File: config.mk
export PLATFORM = sky130hd
export DESIGN_NAME = spi_fifo_sequencer
export DESIGN_NICKNAME = d
export VERILOG_FILES = /design/src/rtl/spi_fifo_sequencer.sv
export SDC_FILE = /design/constraint.sdc
export NUM_CORES = 1
export LEC_CHECK = 0
export BUFFER_PORTS_ARGS = -buffer_cell sky130_fd_sc_hd__buf_2
export CORE_ASPECT_RATIO = 1.1
export CORE_MARGIN = 2
export CORE_UTILIZATION = 35
export CTS_BUF_LIST = sky130_fd_sc_hd__clkbuf_8
export DETAILED_ROUTE_END_ITERATION = 16
export GPL_TIMING_DRIVEN = 0
export SYNTH_ARGS = -nofsm -noshare
export SYNTH_HDL_FRONTEND = slang
export SYNTH_SLANG_ARGS = --single-unit
File: constraint.sdc
create_clock -name pclk -period 1.7 [get_ports pclk]
set_input_delay 0.085 -clock pclk [delete_from_list [all_inputs] [get_ports pclk]]
set_output_delay 0.085 -clock pclk [all_outputs]
set_load 0.01 [all_outputs]
File: src/rtl/spi_fifo_sequencer.sv
// spi_fifo_sequencer
// SPI mode-0 master engine between the APB FIFO bridge and the SPI pins.
// It pops a word from the TX FIFO and shifts it out MSB-first on mosi while
// capturing miso. It then pushes the captured word into the RX FIFO. cs_n stays
// low across back-to-back words. When the RX FIFO is full, the engine stalls
// in DONE and does not drop the word.
//
// Ports:
//   pclk, presetn            clock, synchronous active-low reset
//   enable                   level; permits starting new words
//   empty_tx, fifo_r_data_tx TX FIFO status / head word
//   read_fifo_tx             one-cycle TX pop strobe
//   full_rx                  RX FIFO full
//   write_fifo_rx            one-cycle RX push strobe
//   fifo_w_data_rx           captured word, qualified by write_fifo_rx
//   sclk, mosi, miso, cs_n   SPI pins (sclk idles low, cs_n active-low)
//   busy                     high whenever the engine is not IDLE
//   words_done               wrapping count of words pushed to RX
module spi_fifo_sequencer #(
  parameter int DATA_WIDTH = 32,
  parameter int CLK_DIV    = 4
) (
  input  logic                  pclk,
  input  logic                  presetn,
  input  logic                  enable,
  input  logic                  empty_tx,
  input  logic [DATA_WIDTH-1:0] fifo_r_data_tx,
  output logic                  read_fifo_tx,
  input  logic                  full_rx,
  output logic                  write_fifo_rx,
  output logic [DATA_WIDTH-1:0] fifo_w_data_rx,
  output logic                  sclk,
  output logic                  mosi,
  input  logic                  miso,
  output logic                  cs_n,
  output logic                  busy,
  output logic [15:0]           words_done
);

  typedef enum logic [1:0] {IDLE, SHIFT, DONE} state_t;

  localparam int DIV_W = (CLK_DIV > 1) ? $clog2(CLK_DIV) : 1;
  localparam int CNT_W = $clog2(DATA_WIDTH);
  localparam logic [DIV_W-1:0] DIV_LAST = DIV_W'(CLK_DIV - 1);
  localparam logic [CNT_W-1:0] BIT_LAST = CNT_W'(DATA_WIDTH - 1);

  state_t                state, state_next;
  logic [DATA_WIDTH-1:0] tx_sr, rx_sr;
  logic [CNT_W-1:0]      bit_cnt;
  logic [DIV_W-1:0]      div_cnt;
  logic                  start;
  logic                  div_tick, rise, fall, last_fall;

  assign div_tick  = (state == SHIFT) && (div_cnt == DIV_LAST);
  assign rise      = div_tick && !sclk;
  assign fall      = div_tick && sclk;
  assign last_fall = fall && (bit_cnt == BIT_LAST);

  assign mosi           = tx_sr[DATA_WIDTH-1];
  assign fifo_w_data_rx = rx_sr;
  assign busy           = (state != IDLE);

  always_ff @(posedge pclk) begin
    if (!presetn) state <= IDLE;
    else          state <= state_next;
  end

  // Strobes are gated by presetn so that no word is popped or pushed
  // during a reset cycle, while the state register still shows the old state.
  always_comb begin
    state_next    = state;
    read_fifo_tx  = 1'b0;
    write_fifo_rx = 1'b0;
    start         = 1'b0;
    if (presetn) begin
      case (state)
        IDLE: begin
          if (enable && !empty_tx) begin
            read_fifo_tx = 1'b1;
            start        = 1'b1;
            state_next   = SHIFT;
          end
        end
        SHIFT: begin
          if (last_fall) state_next = DONE;
        end
        DONE: begin
          if (!full_rx) begin
            write_fifo_rx = 1'b1;
            if (enable && !empty_tx) begin
              read_fifo_tx = 1'b1;
              start        = 1'b1;
              state_next   = SHIFT;
            end else begin
              state_next = IDLE;
            end
          end
        end
        default: state_next = IDLE;
      endcase
    end
  end

  always_ff @(posedge pclk) begin
    if (!presetn) begin
      tx_sr      <= '0;
      rx_sr      <= '0;
      bit_cnt    <= '0;
      div_cnt    <= '0;
      sclk       <= 1'b0;
      cs_n       <= 1'b1;
      words_done <= '0;
    end else begin
      // cs_n only rises when the next state is IDLE. A reload from DONE therefore
      // keeps the select low between back-to-back words.
      cs_n <= (state_next == IDLE);
      if (write_fifo_rx) words_done <= words_done + 16'd1;
      if (start) begin
        tx_sr   <= fifo_r_data_tx;
        rx_sr   <= '0;
        bit_cnt <= '0;
        div_cnt <= '0;
        sclk    <= 1'b0;
      end else if (state == SHIFT) begin
        if (div_tick) begin
          div_cnt <= '0;
          sclk    <= !sclk;
          if (rise) rx_sr <= {rx_sr[DATA_WIDTH-2:0], miso};
          if (fall && !last_fall) begin
            tx_sr   <= {tx_sr[DATA_WIDTH-2:0], 1'b0};
            bit_cnt <= bit_cnt + CNT_W'(1);
          end
        end else begin
          div_cnt <= div_cnt + DIV_W'(1);
        end
      end
    end
  end

endmodule

==> impl_metrics.env <==
export IMPL_root_buffer="clkbuf_8"
export IMPL_multi_input_area_mm2=0.00171
export IMPL_hold_path_class="in2reg"
export IMPL_num_antenna_cells=0
export IMPL_synth_top_area_cell="dfxtp_1"
export IMPL_ys_ff_latch=91
export IMPL_syn_num_nets=466
export IMPL_cp_arrival_ps=1870
export IMPL_vias_per_cell=4.94
export IMPL_synth_warnings=0
export IMPL_globalplace_congestion=0.731
export IMPL_r2r_start="bit_cnt[0]$_SDFFE_PP0P_"
export IMPL_max_cap_violations=0
export IMPL_rsz0062_at_grt="yes"
export IMPL_synthDistinctLibCells=34
export IMPL_track_usage=0.155
export IMPL_fin_nets=580
export IMPL_clock_fmax_ghz=0.610
export IMPL_dp_hpwl_um=6020
export IMPL_netlist_area_leader_share=0.511
export IMPL_ff_latch_area_mm2=0.00183
export IMPL_rrSetupSlack_ps=60
export IMPL_h_tree_depth=3
export IMPL_slew_violations=0
export IMPL_seq_area_frac_synth=0.511
export IMPL_worstPathRequired_ps=1930
export IMPL_drtAntennaViolNets=0
export IMPL_tritoncts="built"
export IMPL_drt_total_wl_um=8570
export IMPL_cp_end_kind="register"
export IMPL_startpoint="bit_cnt[0]$_SDFFE_PP0P_"
export IMPL_reg2reg_depth=8
export IMPL_synth_area_leaders="dfxtp_1 51%, nand2_1 12%, a21oi_1 9.7%"
export IMPL_cts_max_path_buffers=2
export IMPL_grt_max_degree=17
export IMPL_stdcell_area_mm2=0.00467
export IMPL_path_class="reg2reg"
export IMPL_placementRows=38
export IMPL_dr_first_iter_drc_count=115
export IMPL_placed_cell_area_mm2=0.00417
export IMPL_cts_buffers=9
export IMPL_die_w_um=100
export IMPL_leakage_nw=1.86
export IMPL_worstMarginPinSlew_ps=521
export IMPL_total_power_w=0.00405
export IMPL_clk_latency_ps=360
export IMPL_outcome="completed"
export IMPL_finalCriticalPeriod_ps=1640
export IMPL_hold_viol=0
export IMPL_synthesis_area_mm2=0.00357
export IMPL_dpl_cell_count=635
export IMPL_initial_core_util=0.361
export IMPL_dieArea_mm2=0.0110
export IMPL_critPathLaunchType="register"
export IMPL_areaGrowthSynthToFinish_pct=30.8
export IMPL_first_pass_iters=4
export IMPL_ios=92
export IMPL_fill_cells=1017
export IMPL_finalSetupViolCount=0
export IMPL_crit_end="tx_sr[18]$_SDFFE_PN0P_"
export IMPL_core_region_area_mm2=0.00989
export IMPL_slew_headroom=0.652
export IMPL_crit_fanout=5
export IMPL_overflow=0
export IMPL_rr_endpoint="tx_sr[18]$_SDFFE_PN0P_"
export IMPL_drive_gt1_frac=0.291
export IMPL_stdcell_count=663
export IMPL_routedWlPerCell_um=12.9
export IMPL_period_share=0.965
export IMPL_hold_slack_ps=17.4
export IMPL_drcViolationCount=0
export IMPL_clkSlewWorstSetupHoldPaths_ps=90
export IMPL_netlist_instances=424
export IMPL_antenna_found_initial=0
export IMPL_avgSynthCellArea_um2=8.41
export IMPL_clock_sinks=91
export IMPL_vias=3277
export IMPL_port_buffers=91
export IMPL_clock_skew_ps=12.4
export IMPL_power_density_mw_per_mm2=869
export IMPL_grt_pass1_vias=3070
export IMPL_fin_setup_tns_ps=0
export IMPL_grt_pass1_wl_um=13900
export IMPL_ir_worst_vdd_mv=0.412
export IMPL_die_y_um=110
## cell families after synthesis
kind of cell             after synthesis  share of synthesized area
AO/OA/AOI/OAI                        105                      0.171
XOR/XNOR                              13                     0.0319
adder cells (fa/ha/maj)                4                     0.0140
buffers and inverters                 31                     0.0368
flip-flops                            91                      0.511
multiplexers                           8                     0.0224
AND/OR/NAND/NOR                      172                      0.213
## state kept, by name, indices dropped and copies added (netlist names)
signal	flops
fifo_w_data_rx	32
words_done	16
sclk	1
div_cnt	2
state	2
bit_cnt	5
cs_n	1
tx_sr	32
## critical path: stages (launching register included)
cell	delay, ps
dfxtp_2	360
ha_2	180
and3_4	190
ha_4	190
nor2_4	70
buf_4	140
buf_4	150
a22oi_1	140
a21oi_1	90
## cell type report
class,instances,area share
clock inverters,7,0.0209
repair buffers,104,0.121
multi-input cells,302,0.367
clock buffers,9,0.0265
plain buffers,27,0.0378
flip-flops and latches,91,0.392
inverters,3,0.00241
well taps,120,0.0322
## placed cells by master, fill, tap and decap left out, types with 3 or more instances in the layout
master / Yosys / layout
clkbuf_2: 0 / 10
buf_4: 0 / 10
o21ai_0: 3 / 3
and2_1: 3 / 3
dfxtp_2: 0 / 4
nand3_1: 5 / 5
nor3_1: 4 / 4
inv_1: 3 / 3
a22oi_1: 31 / 31
nor2_1: 22 / 21
clkbuf_8: 0 / 9
buf_6: 1 / 7
dfxtp_1: 91 / 87
nand2b_1: 3 / 3
mux2i_1: 8 / 8
clkbuf_1: 20 / 5
nand4_1: 5 / 5
nand2_1: 111 / 111
dlygate4sd3_1: 0 / 5
a21oi_1: 69 / 68
buf_2: 6 / 93
xnor2_1: 12 / 12
## worst min path at each step
stage	from	end	slack, ps	depth (start not counted)
finish	fifo_r_data_tx[9]	tx_sr[9]$_SDFFE_PN0P_	20	3
global route	fifo_r_data_tx[26]	tx_sr[26]$_SDFFE_PN0P_	10	3
CTS	fifo_r_data_tx[15]	tx_sr[15]$_SDFFE_PN0P_	9	3
detailed placement	miso	fifo_w_data_rx[0]$_SDFFE_PP0P_	330	3
global placement	miso	fifo_w_data_rx[0]$_SDFFE_PP0P_	330	3
floorplan	miso	fifo_w_data_rx[0]$_SDFFE_PP0P_	220	2
## Yosys cell counts (all sizes together)
cell and n:
nor4 4, nand2b 3, nor3b 3, nand2 111, nand4b 1, or3b 1
a211oi 1, buf 8, nand3 5, xnor2 12, nor2 23, mux2i 8
and2 3, nor3 5, nor2b 1, ha 4, nand4 5, xor2 1
nand3b 2, inv 3, nand4bb 1, a2bb2oi 1, a21oi 69, or3 1
dfxtp 91, o21ai 3, or2 2, a22oi 31, clkbuf 20, and3 1
## per-stage QoR
stage	util	setup WS, ps
3_3_place_gp	0.422	-339
4_1_cts	0.458	1.31
6_report	0.472	59.8
3_5_place_dp	0.422	-420
5_1_grt	0.472	-49.0
2_1_floorplan	-	16.7
## power by group
group | internal [W] | switching (W)
logic | 0.000113 | 0.000137
registers | 0.00217 | 0.0000226
clock network | 0.000835 | 0.000774
total | 0.00312 | 0.000933
## layer usage
| layer | global-route usage | wire [µm] | up-vias | share of wire |
|---|---|---|---|---|
| met2 | 0.265 | 4160 | 88 | 0.49 |
| met4 | 0.0616 | 96 | 0 | 0.011 |
| met1 | 0.189 | 3840 | 1507 | 0.45 |
| met3 | 0.0343 | 481 | 9 | 0.056 |
| met5 | 0 | 0 | - | 0 |
| li1 | - | - | 1673 | - |
## repair_timing
| item | 4_1_cts | 5_1_grt |
|---|---|---|
| gates resized for setup | 25 | 35 |
| setup endpoints to repair | 71 | 72 |
| endpoints found under the hold margin | 5 | 0 |
| hold buffers | 5 | 0 |
| pin swaps | 3 | 3 |
| cloned | 0 | 1 |
| setup buffers | 1 | 6 |
No activity file was read; power rests on OpenSTA's default activity.
